--- src/rtl/fp_div_pkg.sv ---
// Shared encodings and helpers for the divider result normaliser.
// Rounding modes, special-value codes, flag bundle, field constants.
package fp_div_pkg;

  typedef enum logic [1:0] {
    RM_RNE = 2'b00,
    RM_RTZ = 2'b01,
    RM_RUP = 2'b10,
    RM_RDN = 2'b11
  } rmode_e;

  typedef enum logic [1:0] {
    SP_NORM = 2'b00,
    SP_ZERO = 2'b01,
    SP_INF  = 2'b10,
    SP_NAN  = 2'b11
  } special_e;

  typedef struct packed {
    logic ovf;
    logic unf;
    logic inx;
  } flags_t;

  function automatic int exp_max(input int exp_w);
    return (1 << exp_w) - 1;
  endfunction

  function automatic int qnan_frac(input int mant_w);
    return 1 << (mant_w - 1);
  endfunction

endpackage

--- src/rtl/fp_div_round_normalizer_inc.sv ---
// Round-increment decision from lsb/guard/round/sticky, sign and mode.
// Purely combinational; used in the rounding stage.
module fp_round_inc
  import fp_div_pkg::*;
(
  input  logic   lsb,
  input  logic   guard,
  input  logic   rnd,
  input  logic   sticky,
  input  logic   sign,
  input  rmode_e rmode,
  output logic   inc
);

  logic tail;

  assign tail = guard | rnd | sticky;

  always_comb begin
    inc = 1'b0;
    unique case (rmode)
      RM_RNE:  inc = guard & (rnd | sticky | lsb);
      RM_RTZ:  inc = 1'b0;
      RM_RUP:  inc = ~sign & tail;
      RM_RDN:  inc = sign & tail;
      default: inc = 1'b0;
    endcase
  end

endmodule

--- src/rtl/fp_div_round_normalizer.sv ---
// Divider result normaliser: S1 normalise/denormalise, S2 round/pack.
// Two-stage valid/ready pipeline, one result per cycle.
module fp_div_round_normalizer
  import fp_div_pkg::*;
#(
  parameter int EXP_W  = 8,
  parameter int MANT_W = 23
) (
  input  logic                  clk,
  input  logic                  rst,
  input  logic                  in_valid,
  output logic                  in_ready,
  input  logic [EXP_W+1:0]      exp_in,
  input  logic [MANT_W+2:0]     q_in,
  input  logic                  sticky_in,
  input  logic                  sign_in,
  input  logic [1:0]            special_in,
  input  logic [1:0]            rmode,
  output logic                  out_valid,
  input  logic                  out_ready,
  output logic [EXP_W+MANT_W:0] result,
  output logic [2:0]            flags
);

  localparam int EXTW = EXP_W + 2;
  localparam int QW   = MANT_W + 3;
  localparam int NW   = EXTW + 1;
  localparam int SW   = NW + MANT_W;
  localparam logic [NW-1:0] EXP_MAX =
    NW'(exp_max(EXP_W));
  localparam logic [MANT_W-1:0] QNAN_FRAC =
    MANT_W'(qnan_frac(MANT_W));

  logic s1_v;
  logic s2_v;
  logic ld2;
  logic adv1;

  assign ld2       = ~s2_v | out_ready;
  assign adv1      = s1_v & ld2;
  assign in_ready  = ~s1_v | adv1;
  assign out_valid = s2_v;

  logic [NW-1:0]   e_ext;
  logic [NW-1:0]   e_n;
  logic [NW-1:0]   sh_raw;
  logic [NW-1:0]   sh;
  logic [QW-1:0]   q_n;
  logic [2*QW-1:0] q_sh;
  logic [QW-1:0]   m_n;
  logic [NW-1:0]   eb_n;
  logic            tiny_n;
  logic            st_n;

  assign e_ext  = {exp_in[EXTW-1], exp_in};
  assign q_n    = q_in[QW-1] ? q_in
                             : {q_in[QW-2:0], 1'b0};
  assign e_n    = q_in[QW-1] ? e_ext
                             : e_ext - NW'(1);
  assign tiny_n = e_n[NW-1] | (e_n == '0);

  // Shift of QW or more flushes every bit into sticky.
  assign sh_raw = NW'(1) - e_n;
  assign sh     = (sh_raw > NW'(QW)) ? NW'(QW)
                                     : sh_raw;
  assign q_sh   = {q_n, {QW{1'b0}}} >> sh;

  assign m_n  = tiny_n ? q_sh[2*QW-1:QW] : q_n;
  assign st_n = sticky_in
              | (tiny_n & (|q_sh[QW-1:0]));

  // Exponent held one below the field; hidden bit adds it back.
  assign eb_n = tiny_n ? '0 : e_n - NW'(1);

  logic [QW-1:0] s1_m;
  logic [NW-1:0] s1_eb;
  logic          s1_st;
  logic          s1_tiny;
  logic          s1_sign;
  special_e      s1_sp;
  rmode_e        s1_rm;

  always_ff @(posedge clk or posedge rst) begin
    if (rst) begin
      s1_v    <= 1'b0;
      s1_m    <= '0;
      s1_eb   <= '0;
      s1_st   <= 1'b0;
      s1_tiny <= 1'b0;
      s1_sign <= 1'b0;
      s1_sp   <= SP_NORM;
      s1_rm   <= RM_RNE;
    end else begin
      if (in_ready) begin
        s1_v <= in_valid;
      end
      if (in_valid & in_ready) begin
        s1_m    <= m_n;
        s1_eb   <= eb_n;
        s1_st   <= st_n;
        s1_tiny <= tiny_n;
        s1_sign <= sign_in;
        s1_sp   <= special_e'(special_in);
        s1_rm   <= rmode_e'(rmode);
      end
    end
  end

  logic                  inc;
  logic                  inexact;
  logic                  ovf;
  logic                  to_inf;
  logic [SW-1:0]         sum;
  logic [NW-1:0]         e_rnd;
  logic [EXP_W+MANT_W:0] res_n;
  flags_t                fl_n;

  fp_round_inc u_inc (
    .lsb    (s1_m[2]),
    .guard  (s1_m[1]),
    .rnd    (s1_m[0]),
    .sticky (s1_st),
    .sign   (s1_sign),
    .rmode  (s1_rm),
    .inc    (inc)
  );

  assign inexact = (|s1_m[1:0]) | s1_st;

  // Fraction carry ripples straight into the exponent field.
  assign sum   = {s1_eb, {MANT_W{1'b0}}}
               + SW'(s1_m[QW-1:2])
               + SW'(inc);
  assign e_rnd = sum[SW-1:MANT_W];
  assign ovf   = e_rnd >= EXP_MAX;

  assign to_inf = (s1_rm == RM_RNE)
                | ((s1_rm == RM_RUP) & ~s1_sign)
                | ((s1_rm == RM_RDN) & s1_sign);

  always_comb begin
    res_n = '0;
    fl_n  = '0;
    unique case (s1_sp)
      SP_ZERO: begin
        res_n = {s1_sign, {EXP_W{1'b0}},
                 {MANT_W{1'b0}}};
      end
      SP_INF: begin
        res_n = {s1_sign, {EXP_W{1'b1}},
                 {MANT_W{1'b0}}};
      end
      SP_NAN: begin
        res_n = {1'b0, {EXP_W{1'b1}}, QNAN_FRAC};
      end
      default: begin
        if (ovf) begin
          fl_n = {1'b1, 1'b0, 1'b1};
          if (to_inf) begin
            res_n = {s1_sign, {EXP_W{1'b1}},
                     {MANT_W{1'b0}}};
          end else begin
            res_n = {s1_sign, {(EXP_W-1){1'b1}},
                     1'b0, {MANT_W{1'b1}}};
          end
        end else begin
          fl_n  = {1'b0, s1_tiny & inexact,
                   inexact};
          res_n = {s1_sign, e_rnd[EXP_W-1:0],
                   sum[MANT_W-1:0]};
        end
      end
    endcase
  end

  always_ff @(posedge clk or posedge rst) begin
    if (rst) begin
      s2_v   <= 1'b0;
      result <= '0;
      flags  <= '0;
    end else if (ld2) begin
      s2_v <= s1_v;
      if (s1_v) begin
        result <= res_n;
        flags  <= fl_n;
      end
    end
  end

endmodule
--- config.mk ---
export PLATFORM = sky130hd
export DESIGN_NAME = fp_div_round_normalizer
export DESIGN_NICKNAME = d
export VERILOG_FILES = /design/src/rtl/fp_div_pkg.sv /design/src/rtl/fp_div_round_normalizer_inc.sv /design/src/rtl/fp_div_round_normalizer.sv
export SDC_FILE = /design/constraint.sdc
export NUM_CORES = 1
export LEC_CHECK = 0
export CAP_MARGIN = 40
export CORE_UTILIZATION = 30
export DETAILED_ROUTE_END_ITERATION = 16
export SETUP_SLACK_MARGIN = 0.1
export SYNTH_ARGS = -nofsm -noshare
export SYNTH_HDL_FRONTEND = slang
export SYNTH_SLANG_ARGS = --single-unit
--- constraint.sdc ---
create_clock -name clk -period 3.7 [get_ports clk]
set_clock_uncertainty 0.1 [all_clocks]
set_input_delay 0.37 -clock clk [delete_from_list [all_inputs] [get_ports clk]]
set_output_delay 0.37 -clock clk [all_outputs]
set_load 0.02 [all_outputs]
Word level (Yosys, flattened, before mapping)
Index checks and enable logic that the tools add are counted.
- output and inout port bits: 37
- logic and storage cells: 65
- register bits after elaboration: 81
- input bits: 46
- shifts and indexed selects: 1
- $lt $le $gt $ge: 2
- bitwise operators: 23
- multiplexer cells: 11
- equality and inequality tests: 6
- reductions and logical operators: 6
- $add $sub $neg: 5
- operators by type and width (kind ; number):
    32-bit case mux with 3 select lines ; 1
    26-bit two-way mux ; 2
    52-bit by 11-bit >> shifter with 52-bit output ; 1
    34-bit by 1-bit adder with 34-bit output ; 1
    34-bit by 24-bit adder with 34-bit output ; 1
    11-bit two-way mux ; 3
    31-bit two-way mux ; 1
    26-bit OR reduction ; 1
    24-bit two-way mux ; 1
    11-bit by 8-bit >= comparator with 1-bit output (second input constant) ; 1
    11-bit by 5-bit greater-than comparator with 1-bit output (second input constant) ; 1
    11-bit zero test ; 1
    1-bit OR ; 11
    1-bit by 11-bit subtractor with 11-bit output (first input constant) ; 1
    10-bit by 2-bit subtractor with 11-bit output (second input constant) ; 1
    11-bit by 1-bit subtractor with 11-bit output (second input constant) ; 1
    1-bit AND ; 9
    2-bit equality test (second input constant) ; 4
    3-bit two-way mux ; 2
    2-bit by 1-bit equality test with 1-bit output (second input constant) ; 2
    1-bit case mux with 4 select lines ; 1
    1-bit NOT ; 3
    3-bit OR reduction ; 1
    2-bit zero test ; 1
    2 further kinds ; 2

Longest topological paths before layout
- depth after elaboration: 9
- depth in mapped cells: 23
- mapped depth without buffers: 19

Hierarchy
From an unflattened synthesis, not the netlist that was laid out.
- cells, all modules: 892
- area total of the unflattened synthesis: 7098.1 um^2
- by module, submodules not included (module ; instances ; sequential area each (um^2) ; area each (um^2) ; cells each):
    fp_div_round_normalizer ; 1 ; 2026.9 ; 7064.3 ; 886
    fp_round_inc ; 1 ; 0.0 ; 33.8 ; 6

Worst setup path before layout
OpenSTA, ideal clock, no wires.
- path kind: input to register
- start: input exp_in[0]
- end: register s1_st
- cell stages on the path: 19
- data required time: 3464 ps
- setup slack: -1142 ps
- setup time: 136 ps
- arrival: 4606 ps
- path buffers: 5
- path through: buf_2 inv_1 ha_1 nand2b_1 and2_1 inv_1 clkbuf_1 buf_2 clkbuf_1 ha_1 o21ai_2 o31ai_1 nand3_2 buf_4 o32a_1 a2111oi_0 o21ai_0 nor4_1 a31oi_1
- cells in the longest elaborated chain, start to end: 9
- elaborated cells between the ends (all ways): 11
- those cells by class: add/sub: 2; order compare: 1; shift: 1; mux: 2; bitwise: 3; reduce/logical: 2
- RTL lines (item ; line ; source):
    start: declaration ; fp_div_round_normalizer.sv:13 ; input logic [EXP_W+1:0] exp_in,
    10-bit by 2-bit subtractor with 11-bit output ; fp_div_round_normalizer.sv:59 ; : e_ext - NW'(1);
    11-bit two-way mux (*) ; fp_div_round_normalizer.sv:58 ; assign e_n = q_in[QW-1] ? e_ext
    1-bit by 11-bit subtractor with 11-bit output ; fp_div_round_normalizer.sv:63 ; assign sh_raw = NW'(1) - e_n;
    11-bit by 5-bit greater-than comparator with 1-bit output ; fp_div_round_normalizer.sv:64 ; assign sh = (sh_raw > NW'(QW)) ? NW'(QW)
    11-bit two-way mux ; fp_div_round_normalizer.sv:64 ;
    52-bit by 11-bit >> shifter with 52-bit output ; fp_div_round_normalizer.sv:66 ; assign q_sh = {q_n, {QW{1'b0}}} >> sh;
    26-bit OR reduction ; fp_div_round_normalizer.sv:70 ; | (tiny_n & (|q_sh[QW-1:0]));
    1-bit AND (*) ; fp_div_round_normalizer.sv:70 ;
    1-bit OR (*) ; fp_div_round_normalizer.sv:70 ;
    end signal: assignment ; fp_div_round_normalizer.sv:100 ; s1_st <= st_n;
    end: declaration ; fp_div_round_normalizer.sv:77 ; logic s1_st;
Every way passes the cells marked *; elsewhere a longest branch is shown, timed or not.
A chain may end at the register's enable or synchronous reset.

Final worst setup path
- start: input exp_in[1]
- end: register s1_st
The elaborated chain is that of the path after synthesis.

==> reports/results.ini <==
[outcome]
status = finished with violations
failed_checks = negative setup slack

[drt]
detailroute.via_count = 8548
drt_first_pass_iters = 5
viasPerCell = 5.41
finalWirelength_um = 29600
route.detailed.drc = 0
drt-wirelength-per-cell_um = 18.8
drt_iter0_markers = 623
final_antenna_net_count = 0

[setup_path]
rr_startpoint = s1_rm[0]$_DFFE_PP0P_
crit_top_cell = sky130_fd_sc_hd__buf_6
timing_worst_setup_path_type = in2reg
end_kind = register
critical-path-max-stage-delay_ns = 0.53
worstSetupStartpointType = primary input
max_stage_delay_cell_worst_path = sky130_fd_sc_hd__or4_4
worstPathRequired_ns = 3.81
critical_path.top_delay_family = compound AO/OA/AOI/OAI gates
startpoint = exp_in[1]
chain_of_cells_forming_the_critical_path = buf_6, buf_6, or4_4, buf_8, a211oi_2, buf_4, o22ai_4, xnor2_2, o41a_1, buf_6, or4_4, a21oi_4, o32ai_4, o31ai_1, nand4_1, o41ai_2, a31oi_1
worstPathArrival_ns = 4.05
worst_path_fanout_max = 7
cp.buffers_inverters = 5

[global_route]
globalRouteOverflowTotal = 0
grt_antenna_before_repair = 0
via_count_of_the_first_global_routing_pass = 8168
grt.total_usage = 0.240
grt_max_degree = 50
grt_first_pass_wirelength_um = 46000

[layout]
layout.cells.most_common_list = sky130_fd_sc_hd__buf_4, sky130_fd_sc_hd__nand2_1, sky130_fd_sc_hd__nor2_1, sky130_fd_sc_hd__dfrtp_1, sky130_fd_sc_hd__clkdlybuf4s50_1
final-seq-area_mm2 = 0.00203
drive_above_1_share = 0.395
n_antenna_cell = 0
fillers = 2216
syn2layout_area_growth_pct = 65.5
area_of_the_multi_input_gates_mm2 = 0.00607
layout.cells.most_common = sky130_fd_sc_hd__buf_4
num-nets-final = 1311

[placement]
detailedPlacementHpwl_um = 22400
final_estimated_routing_congestion_in_global_placement = 0.969
portBuffers = 82
place_worst_setup_slack_ns = -1.13

[synthesis]
synth_top_area_share = 0.276
synth_nets = 1006
synth-async-reset-ratio = 1.00
sequential_share_of_the_synthesized_area = 0.276
synth.area.top_cells = sky130_fd_sc_hd__dfrtp_1, sky130_fd_sc_hd__nand2_1, sky130_fd_sc_hd__nor2_1
post_synthesis_register_bit_count = 81
post_synth_num_cell_types = 85
syn_area_mm2 = 0.00734
ys.warnings.count = 0
netlist.top_cell.by_area = sky130_fd_sc_hd__dfrtp_1
synth_area_per_cell_um2 = 7.71
number_of_enable_type_register_cells_in_the_synthesized_netlist = 0
synth-main-ff-cell = sky130_fd_sc_hd__dfrtp_1
synth_cells = 952

[floorplan]
start_util = 0.309
rows = 56
design.core.area_mm2 = 0.0238
die_width_um = 158
die_height_um = 158
area_of_the_die_mm2 = 0.0251
pin_count = 83

[sta]
timing.final.crit_share = 1.07
maxSlewViolCount = 0
setup-tns-final_ns = -2.93
hold_viol = 0
max_clock_freq_ghz = 0.253
rsz_0062_raised_after_global_routing = true
report.final.setup_viol = 30
slew_headroom = 0.504
post-route-min-period_ns = 3.95
worst_slew_pin_tran_ns = 0.742
final.setup.worst_slack_ns = -0.245

[power_and_ir_drop]
ir_drop_mv = 0.264
powerDensity_mw_per_mm2 = 317
p_leak_nw = 4.90

[clock_tree]
number_of_clock_sinks = 81
numCtsBuffers = 9
path_clk_slew_ns = 0.06
tritoncts = built
cts-root-buf = sky130_fd_sc_hd__clkbuf_16
cts.path.max_buffers = 2
holdBufCountCts = 0
cts_max_level = 3
clk_lat_worst_skew_ns = 0.34

[flow_run]
number_of_violations_of_the_max_capacitance_limit = 0

[hold_path]
hold_path_class = in2async

-- worst reg2reg max path, delay by kind of cell (launching register included) --
family / cells / cell delay (ns)
fa+ha+maj: 3 / 0.61
compound gates: 5 / 1.15
buf+inv: 1 / 0.13
xor+xnor: 1 / 0.17
flops: 1 / 0.37
simple gates: 9 / 1.19
-- metal layers --
metal,part of all wire,GRT usage
met1,0.46,0.338
met2,0.45,0.384
met3,0.059,0.0240
met4,0.022,0.0719
met5,0,0
-- timing repair --
action,CTS,global route
pin swaps,86,60
setup buffers,44,24
cloned,3,1
endpoints found under the setup margin,56,56
gates resized for setup,208,71
-- synthesized netlist by cell type (4+ instances only) --
cell type and count:
sky130_fd_sc_hd__or3_1 8, sky130_fd_sc_hd__buf_1 8, sky130_fd_sc_hd__nand2_1 125, sky130_fd_sc_hd__nand2b_1 11, sky130_fd_sc_hd__ha_1 8, sky130_fd_sc_hd__nor4_1 8
sky130_fd_sc_hd__clkbuf_1 49, sky130_fd_sc_hd__and2_1 11, sky130_fd_sc_hd__nor3_1 26, sky130_fd_sc_hd__o22ai_1 10, sky130_fd_sc_hd__nand3_1 19, sky130_fd_sc_hd__buf_2 11
sky130_fd_sc_hd__inv_1 13, sky130_fd_sc_hd__a21o_1 5, sky130_fd_sc_hd__o31ai_1 19, sky130_fd_sc_hd__and4_1 7, sky130_fd_sc_hd__xnor2_1 24, sky130_fd_sc_hd__a22o_1 23
sky130_fd_sc_hd__and3_1 11, sky130_fd_sc_hd__xor2_1 21, sky130_fd_sc_hd__a211oi_1 10, sky130_fd_sc_hd__nor2_1 105, sky130_fd_sc_hd__a221oi_1 10, sky130_fd_sc_hd__mux2i_1 23
sky130_fd_sc_hd__a221o_1 4, sky130_fd_sc_hd__mux2_2 23, sky130_fd_sc_hd__a31oi_1 16, sky130_fd_sc_hd__o221ai_1 6, sky130_fd_sc_hd__a21oi_1 63, sky130_fd_sc_hd__nand4_1 16
sky130_fd_sc_hd__o211ai_1 12, sky130_fd_sc_hd__dfrtp_1 81, sky130_fd_sc_hd__or2_2 8, sky130_fd_sc_hd__buf_6 4, sky130_fd_sc_hd__o21ai_0 69, sky130_fd_sc_hd__o221a_2 4
sky130_fd_sc_hd__o32ai_1 4
-- kinds of logic (layout without fill, tap and decap cells) --
group,after synthesis,after routing,share of synthesized area
AOI/OAI and AO/OA,308,308,0.291
DFF,81,81,0.276
buffers and inverters,87,394,0.0511
and+or+nand+nor,377,380,0.248
adders and majority gates,8,8,0.0136
xor gates and xnor gates,45,45,0.0537
muxes,46,46,0.0666
-- worst paths after layout --
| path | end | slack, ns | cells past startpoint |
|---|---|---|---|
| setup / recovery | s1_st$_DFFE_PP0P_ | -0.25 | 17 |
| hold / removal | result[23]$_DFFE_PP0P_ | 0.33 | 2 |
| setup reg to reg | result[13]$_DFFE_PP0P_ | -0.13 | 19 |
| hold reg to reg | flags[0]$_DFFE_PP0P_ | 0.38 | 1 |
| max in group asynchronous | result[4]$_DFFE_PP0P_ | 2.43 | 3 |
| min in group clk | flags[0]$_DFFE_PP0P_ | 0.38 | 1 |
-- power by group --
part / switching, W / total [W] / internal, W
sequential: 0.000133 / 0.00117 / 0.00104
combinational: 0.000976 / 0.00187 / 0.000891
clock: 0.000360 / 0.000818 / 0.000458
total: 0.00147 / 0.00385 / 0.00238
-- sequential cells by signal (all words and copies together) (netlist names) --
name,count
flags,3
out_valid,1
result,32
s1_eb,11
s1_m,26
s1_rm,2
s1_sign,1
s1_sp,2
s1_st,1
s1_tiny,1
s1_v,1
-- final cells by class --
| class | instances | area share |
|---|---|---|
| clock buffers | 9 | 0.0185 |
| repair buffers | 365 | 0.273 |
| multi-input cells | 787 | 0.500 |
| flip-flops and latches | 81 | 0.167 |
| inverters | 13 | 0.00432 |
| clock inverters | 7 | 0.00443 |
| well taps | 319 | 0.0328 |
-- per-stage QoR --
step | hold WS (ns) | instance area, um^2 | cells | utilization | total power [W]
final | 0.330 | 12200 | 1581 | 0.512 | 0.00385
after global routing | 0.399 | 12200 | 1581 | 0.512 | 0.00407
after CTS | 0.347 | 11700 | 1560 | 0.492 | 0.00380
after detailed placement | 0.367 | 10200 | 1502 | 0.430 | 0.00276
after global placement | 0.362 | 10200 | 1501 | 0.429 | 0.00276
after floorplan | 0.350 | 7700 | 952 | - | 0.00203
Power figures use the tool's default switching activity.
